[src/rtl/iterative_alu.sv]
// Execute-stage ALU: logic, add and LUI complete in one cycle; SLL/SRL run on a
// 1-bit-per-cycle shifter behind a start/busy/done handshake.
module iterative_alu #(
  parameter int unsigned N_BITS = 32
) (
  input  logic              clk,
  input  logic              reset,
  input  logic              start,
  input  logic [3:0]        ALUOperation,
  input  logic [N_BITS-1:0] A,
  input  logic [N_BITS-1:0] B,
  input  logic [4:0]        shamt,
  output logic [N_BITS-1:0] ALUResult,
  output logic              Zero,
  output logic              busy,
  output logic              done,
  output logic              invalid_op
);

  localparam logic [3:0] OP_AND = 4'b0000;
  localparam logic [3:0] OP_OR  = 4'b0001;
  localparam logic [3:0] OP_NOR = 4'b0010;
  localparam logic [3:0] OP_ADD = 4'b0011;
  localparam logic [3:0] OP_LUI = 4'b0101;
  localparam logic [3:0] OP_SLL = 4'b0110;
  localparam logic [3:0] OP_SRL = 4'b0111;

  typedef enum logic {IDLE, SHIFT} state_t;

  state_t            state_q, state_d;
  logic [N_BITS-1:0] work;
  logic [N_BITS-1:0] work_next;
  logic [4:0]        cnt;
  logic              shift_right;
  logic [N_BITS-1:0] comb_result;
  logic              comb_invalid;
  logic              is_shift;
  logic              launch_shift;

  assign is_shift     = (ALUOperation == OP_SLL) || (ALUOperation == OP_SRL);
  assign launch_shift = start && is_shift && (shamt != 5'd0);
  assign busy         = (state_q == SHIFT);
  assign work_next    = shift_right ? (work >> 1) : (work << 1);

  // Single-cycle result decode; a shift reaching here has shamt=0, so it passes B through.
  always_comb begin
    comb_result  = '0;
    comb_invalid = 1'b0;
    case (ALUOperation)
      OP_AND:         comb_result = A & B;
      OP_OR:          comb_result = A | B;
      OP_NOR:         comb_result = ~(A | B);
      OP_ADD:         comb_result = A + B;
      OP_LUI:         comb_result = {B[15:0], 16'h0000};
      OP_SLL, OP_SRL: comb_result = B;
      default:        comb_invalid = 1'b1;
    endcase
  end

  // Next-state: enter SHIFT only for a nonzero shift, leave when the last bit moves.
  always_comb begin
    state_d = state_q;
    case (state_q)
      IDLE:    if (launch_shift) state_d = SHIFT;
      SHIFT:   if (cnt == 5'd1) state_d = IDLE;
      default: state_d = IDLE;
    endcase
  end

  // State register.
  always_ff @(posedge clk or negedge reset) begin
    if (!reset) state_q <= IDLE;
    else        state_q <= state_d;
  end

  // Datapath: operand capture, iterative shifting and registered outputs.
  always_ff @(posedge clk or negedge reset) begin
    if (!reset) begin
      ALUResult   <= '0;
      Zero        <= 1'b1;
      done        <= 1'b0;
      invalid_op  <= 1'b0;
      work        <= '0;
      cnt         <= 5'd0;
      shift_right <= 1'b0;
    end else begin
      done <= 1'b0;
      case (state_q)
        IDLE: begin
          if (start) begin
            if (launch_shift) begin
              work        <= B;
              cnt         <= shamt;
              shift_right <= (ALUOperation == OP_SRL);
              invalid_op  <= 1'b0;
            end else begin
              ALUResult  <= comb_result;
              Zero       <= (comb_result == '0);
              invalid_op <= comb_invalid;
              done       <= 1'b1;
            end
          end
        end
        SHIFT: begin
          work <= work_next;
          cnt  <= cnt - 5'd1;
          if (cnt == 5'd1) begin
            ALUResult <= work_next;
            Zero      <= (work_next == '0);
            done      <= 1'b1;
          end
        end
        default: ;
      endcase
    end
  end

endmodule

[config.mk]
export PLATFORM = sky130hd
export DESIGN_NAME = iterative_alu
export DESIGN_NICKNAME = d
export VERILOG_FILES = /design/src/rtl/iterative_alu.sv
export SDC_FILE = /design/constraint.sdc
export NUM_CORES = 1
export LEC_CHECK = 0
export BUFFER_PORTS_ARGS = -buffer_cell sky130_fd_sc_hd__buf_2
export CORE_ASPECT_RATIO = 1.75
export CORE_MARGIN = 1
export CORE_UTILIZATION = 40
export DETAILED_ROUTE_END_ITERATION = 10
export SYNTH_ARGS = -nofsm -noshare
export SYNTH_HDL_FRONTEND = slang
export SYNTH_SLANG_ARGS = --single-unit
[constraint.sdc]
create_clock -name clk -period 3.9 [get_ports clk]
set_input_delay 0.585 -clock clk [delete_from_list [all_inputs] [get_ports clk]]
set_output_delay 0.585 -clock clk [all_outputs]
set_load 0.03 [all_outputs]
==> results of run 1 <==
[cells by family after synthesis]
family / after synthesis / share of synthesized area [%]
DFF: 74 / 24.91
and+or+nand+nor: 301 / 18.50
muxes: 34 / 4.609
buffers and inverters: 140 / 7.334
adders and majority gates: 67 / 11.37
AOI/OAI and AO/OA: 352 / 30.56
xor gates and xnor gates: 23 / 2.708
[cells in the final DEF (no fill, tap or decap), types with 3 or more instances in the layout]
master | Yosys | layout
a211o_1 | 5 | 5
a211oi_1 | 14 | 13
a21o_1 | 8 | 8
a21oi_1 | 97 | 97
a221oi_1 | 5 | 5
a222oi_1 | 11 | 11
a22o_1 | 3 | 3
a22oi_1 | 5 | 5
a31oi_1 | 11 | 11
a32oi_1 | 3 | 3
and2_1 | 5 | 4
and3_1 | 12 | 12
buf_2 | 10 | 110
buf_4 | 0 | 132
clkbuf_16 | 0 | 9
dfrtp_1 | 73 | 72
ha_1 | 66 | 66
inv_1 | 78 | 78
mux2i_1 | 32 | 32
nand2_1 | 114 | 114
nand2b_1 | 7 | 7
nand3_1 | 17 | 17
nand4_1 | 7 | 7
nand4b_1 | 3 | 3
nor2_1 | 89 | 89
nor3_1 | 13 | 13
nor4_1 | 11 | 10
o211ai_1 | 19 | 19
o21a_1 | 38 | 38
o21ai_0 | 93 | 93
o21bai_1 | 3 | 3
o221a_2 | 4 | 4
o221ai_1 | 5 | 5
o31ai_1 | 8 | 8
or3_1 | 8 | 8
xnor2_1 | 10 | 10
xor2_1 | 13 | 13
[metal layers]
layer,up-vias,routed length [um]
met3,62,1468
met1,3774,11220
li1,3950,-
met5,-,0
met2,324,13710
met4,0,1474
[worst max-delay path: cells and delay by family]
kind            cells  cell delay, ps
fa+ha+maj           2             530
buf+inv             3             350
simple gates        5            1480
compound gates      5             990
[worst max path at each step]
stage                     endpoint  slack (ps)  startpoint
final                         Zero         200        B[0]
after global routing          Zero           2        B[0]
after CTS                     Zero         180        B[0]
after detailed placement      Zero        -160        B[0]
after global placement        Zero        -150        B[0]
after floorplan               Zero         310        A[0]
[through the flow]
step / hold WS [ps] / instances / setup TNS (ps)
3_5_place_dp: 460.2 / 1407 / -156.4
5_1_grt: 479.1 / 1423 / 0
6_report: 368.9 / 1423 / 0
2_1_floorplan: 289.4 / 991 / 0
3_3_place_gp: 447.5 / 1407 / -152.1
4_1_cts: 445.9 / 1423 / 0
[area by class of cell]
| type | count | area share [%] |
|---|---|---|
| Inverter | 79 | 3.156 |
| Clock buffer | 11 | 2.584 |
| Multi-Input combinational cell | 777 | 54.10 |
| Sequential cell | 74 | 19.76 |
| Clock inverter | 5 | 0.6659 |
| Timing Repair Buffer | 243 | 16.62 |
| Tap cell | 234 | 3.116 |
[registers in the layout, indices dropped and copies added, names as in the netlist]
signal and count:
invalid_op 1, shift_right 1, work 32, done 1, Zero 1, busy 1
ALUResult 32, cnt 5
[report_power, final]
part           internal [mW]  switching [mW]
combinational          0.967            1.59
clock                  0.517           0.332
sequential              1.14           0.331
[repair_timing]
action	CTS	global route
hold buffers	0	0
gates resized for setup	0	3
endpoints found under the setup margin	0	1
==> reports/qor.csv, run 1 <==
metric;value;unit
worst_pin_slew;978.5;ps
ys_types;67;
firstDrtPassIters;6;
synth_top_area_cell;dfrtp_1;
path_common_cell;o211ai_1;
final_hold_viol_count;0;
wl;27.87;mm
gr-max-usage-layer;met2;
path_class;input pin to flip-flop;
clock_latency;330;ps
use_met2;51.36;%
dpl.hpwl;22.64;mm
cts.sinks;74;
synth_nets;1134;
via_count;8110;
portBuffers;111;
place_area;9079;sq um
rsz0062_at_grt;false;
r2r_start;busy;
grtUsageMet3;1.286;%
synth-seq-cells;74;
crit_required;4130;ps
multi_input_area;5082;sq um
yosysMostFrequentCell;nand2_1;
slowest_stage;or4_1;
ys_async_sr_fraction;100.0;%
vdd_drop_max;0.2689;mV
post_cts_buffers;0;
cts-root-buf;clkbuf_16;
core-area;18140;sq um
fillCellCount;1846;
drc_errors;0;
worstPathArrival;3940;ps
finalPower;4.881;mW
cts.clk_slew.worst_paths;60;ps
die_h;182.4;um
num_antenna_cells;0;
postLayoutCellArea;9395;sq um
drive_gt1_share;23.47;%
die_w;105.1;um
initial_utilization;41.01;%
min_period;3704;ps
synth_edf_count;0;
worstPathMaxFanout;4;
r2r_cells;10;
synth_area;7438;sq um
synth-main-ff-cell;dfrtp_1;
drt-initial-drc-count;679;
startpoint_type;input pin;
antenna_found_initial;0;
synth_seq_area_share;24.91;%
synth_area_leaders;dfrtp_1, ha_1, a21oi_1;
ios;112;
ff2ff_setup_slack;830;ps
cts_tree;built;
nNetsFinal;1327;
wl_per_cell;19.58;um
clockBufferDepth;2;
cp-end-kind;flip-flop;
grt_pass1_wl;43.30;mm
place_congestion;0.9686;
grt_use_met1;36.46;%
synth_warnings;0;
maxSlewViolCount;0;
numCtsBuffers;9;
core.rowCount;65;
period_share;94.98;%
worstHoldPathType;input pin to asynchronous set/reset pin;
setup_viol;0;
area_growth;26.31;%
powerDensity;519.6;nW/um^2
synth_top_area_share;24.56;%
worstPathCellList;buf_2 -> ha_1 -> inv_1 -> fa_1 -> and2b_4 -> o31ai_4 -> a22o_1 -> o211ai_1 -> o211ai_1 -> or3_1 -> or4_1 -> nor4_1 -> buf_4 -> nand4b_1 -> o41ai_2;
grt_util_all_layers;29.41;%
viasPerCell;5.699;
htreeDepth;3;
cap_violations;0;
cp_slowest_stage_delay;430;ps
pre_cts_slack;-156.4;ps
syn_inst;991;
r2r_end;Zero;
ys_top_cells_by_count;nand2_1, a21oi_1, o21ai_0, nor2_1, inv_1;
slew_headroom;34.59;%
dieArea;19170;sq um
grt_max_degree;101;
p_leak;4.436;nW
status;finished clean;
skew;10.53;ps
fmax;270.0;MHz
seqCellArea;1857;sq um
syn_area_per_cell;7.506;sq um
postRouteAntennaNets;0;
first_global_vias;7971;
postLayoutCoreUtil;51.80;%
grt_overflow;0;
fin_ws;195.7;ps
Power figures use the tool's default switching activity.
==> inputs of run 2 (changes only) <==
==> constraint.sdc (replaced) <==
create_clock -name clk -period 4.04 [get_ports clk]
set_input_delay 0.606 -clock clk [delete_from_list [all_inputs] [get_ports clk]]
set_output_delay 0.606 -clock clk [all_outputs]
set_load 0.03 [all_outputs]
==> run 2 against run 1 <==
Against the previous run: register-to-register slack better by 200 ps; die area unchanged; worst setup slack improved by 100 ps; non-clock buffer count decreased by 55; power down 5.3%; clock power down 8.1%; design area down 4.8%; final cell count shrank 3.9%; highest routed layer unchanged.
==> reports/qor.csv, run 2 (synthesized netlist as in run 1, its figures left out) <==
metric;value;unit
status;finished clean;
place_congestion;0.9549;
clockBufferDepth;2;
top_regs;ALUResult: 32 flops, work: 32 flops, cnt: 5 flops;
htreeDepth;3;
cap_violations;0;
pre_cts_slack;-149.5;ps
worstHoldPathType;input pin to asynchronous set/reset pin;
p_leak;4.158;nW
worst_pin_slew;943.7;ps
drt-initial-drc-count;620;
die_w;105.1;um
worstPathCellList;buf_2 -> ha_1 -> inv_1 -> fa_1 -> and2b_4 -> o31ai_4 -> a22o_1 -> o211ai_1 -> o211ai_1 -> or3_1 -> or4_1 -> nor4_2 -> nand4b_1 -> o41ai_2;
grt_pass1_wl;41.75;mm
path_class;input pin to flip-flop;
fin_ws;296.7;ps
rsz0062_at_grt;false;
num_antenna_cells;0;
vdd_drop_max;0.3133;mV
numCtsBuffers;9;
cts-root-buf;clkbuf_16;
cp-end-kind;flip-flop;
cp_slowest_stage_delay;460;ps
period_share;92.66;%
startpoint_type;input pin;
cts_tree;built;
grt_util_all_layers;28.34;%
postCtsHoldBufs;0;
grt_max_degree;101;
dieArea;19170;sq um
wl_per_cell;19.82;um
path_common_cell;o211ai_1;
cts.sinks;74;
nNetsFinal;1272;
postRouteAntennaNets;0;
multi_input_area;5077;sq um
worstPathArrival;3980;ps
seqCellArea;1857;sq um
post_cts_buffers;0;
critPathTopFamily;simple AND/OR/NAND/NOR gates;
via_count;8022;
maxSlewViolCount;0;
die_h;182.4;um
fmax;267.1;MHz
path_depth;14;
clock_latency;330;ps
drc_errors;0;
hold_ws;287.3;ps
cts.clk_slew.worst_paths;60;ps
met3_length;1.619;mm
slowest_stage;or4_1;
drive_gt1_share;19.59;%
final_common_cell;nand2_1;
initial_utilization;41.01;%
min_period;3743;ps
grt_overflow;0;
drt-met1-wl;10.66;mm
portBuffers;111;
core.rowCount;65;
slew_headroom;36.92;%
viasPerCell;5.868;
powerDensity;516.8;nW/um^2
skew;8.727;ps
first_global_vias;7621;
worstPathMaxFanout;6;
wl;27.09;mm
antenna_found_initial;0;
firstDrtPassIters;5;
core-area;18140;sq um
crit_required;4280;ps
final_cell_mix;nand2_1, buf_2, a21oi_1;
fillCellCount;1901;
ios;112;
dpl.hpwl;22.04;mm
maxUsedRoutingLayer;met4;
final_hold_viol_count;0;
setup_viol;0;
met2_length;13.32;mm
r2r_cells;9;
crit_buf_inv;2;
area_growth;20.25;%
## run 2: path summary, 6_finish.rpt
check	start	to	slack, ps
worst min register to register	ALUResult[29]	ALUResult[29]	460
worst max register to register	busy	Zero	1030
worst max-delay path	B[0]	Zero	300
max in group asynchronous	reset	Zero	2870
min in group clk	ALUResult[29]	ALUResult[29]	460
worst min-delay path	reset	ALUResult[6]	290
## run 2: per-stage QoR
step                      setup TNS, ps  std cells  power (mW)  area (sq um)  util [%]
final                                 0       1367       4.622          8945     49.32
after global placement           -102.3       1352       3.796          8653     47.71
after floorplan                       0        991       3.052          7438         -
after CTS                             0       1367       4.636          8939     49.29
after global routing                  0       1367       4.962          8945     49.32
after detailed placement         -149.5       1352       3.846          8653     47.71
## run 2: final cells by class
cell class	instances	area share (%)
clock buffer	10	2.560
sequential	74	20.76
clock inverter	5	0.6295
timing repair buffer	188	12.70
multi-input combinational	777	56.76
inverter	79	3.315
tap	234	3.273
## run 2: worst register-to-register path, stage by stage, from the launching register on
cell and delay (ps):
dfrtp_4 580, nand2b_1 230, o211ai_1 390, nand4_1 160
nor2_1 120, nand4bb_1 90, or4_1 530, nor4_2 330
nand4b_1 160, o41ai_2 320
## run 2: timing repair
action,CTS,global route
endpoints found under the setup margin,0,1
resized for setup,0,1
endpoints found under the hold margin,0,0
## run 2: metal layers
layer,GRT usage (%),vias up
met4,15.72,0
met5,0,-
li1,-,3844
met1,34.14,3733
met3,1.786,74
met2,49.93,371
## run 2: power by group
part	total, mW	switching [mW]	internal (mW)
clock	0.779	0.305	0.474
sequential	1.43	0.325	1.10
combinational	2.41	1.53	0.880
total	4.62	2.16	2.46
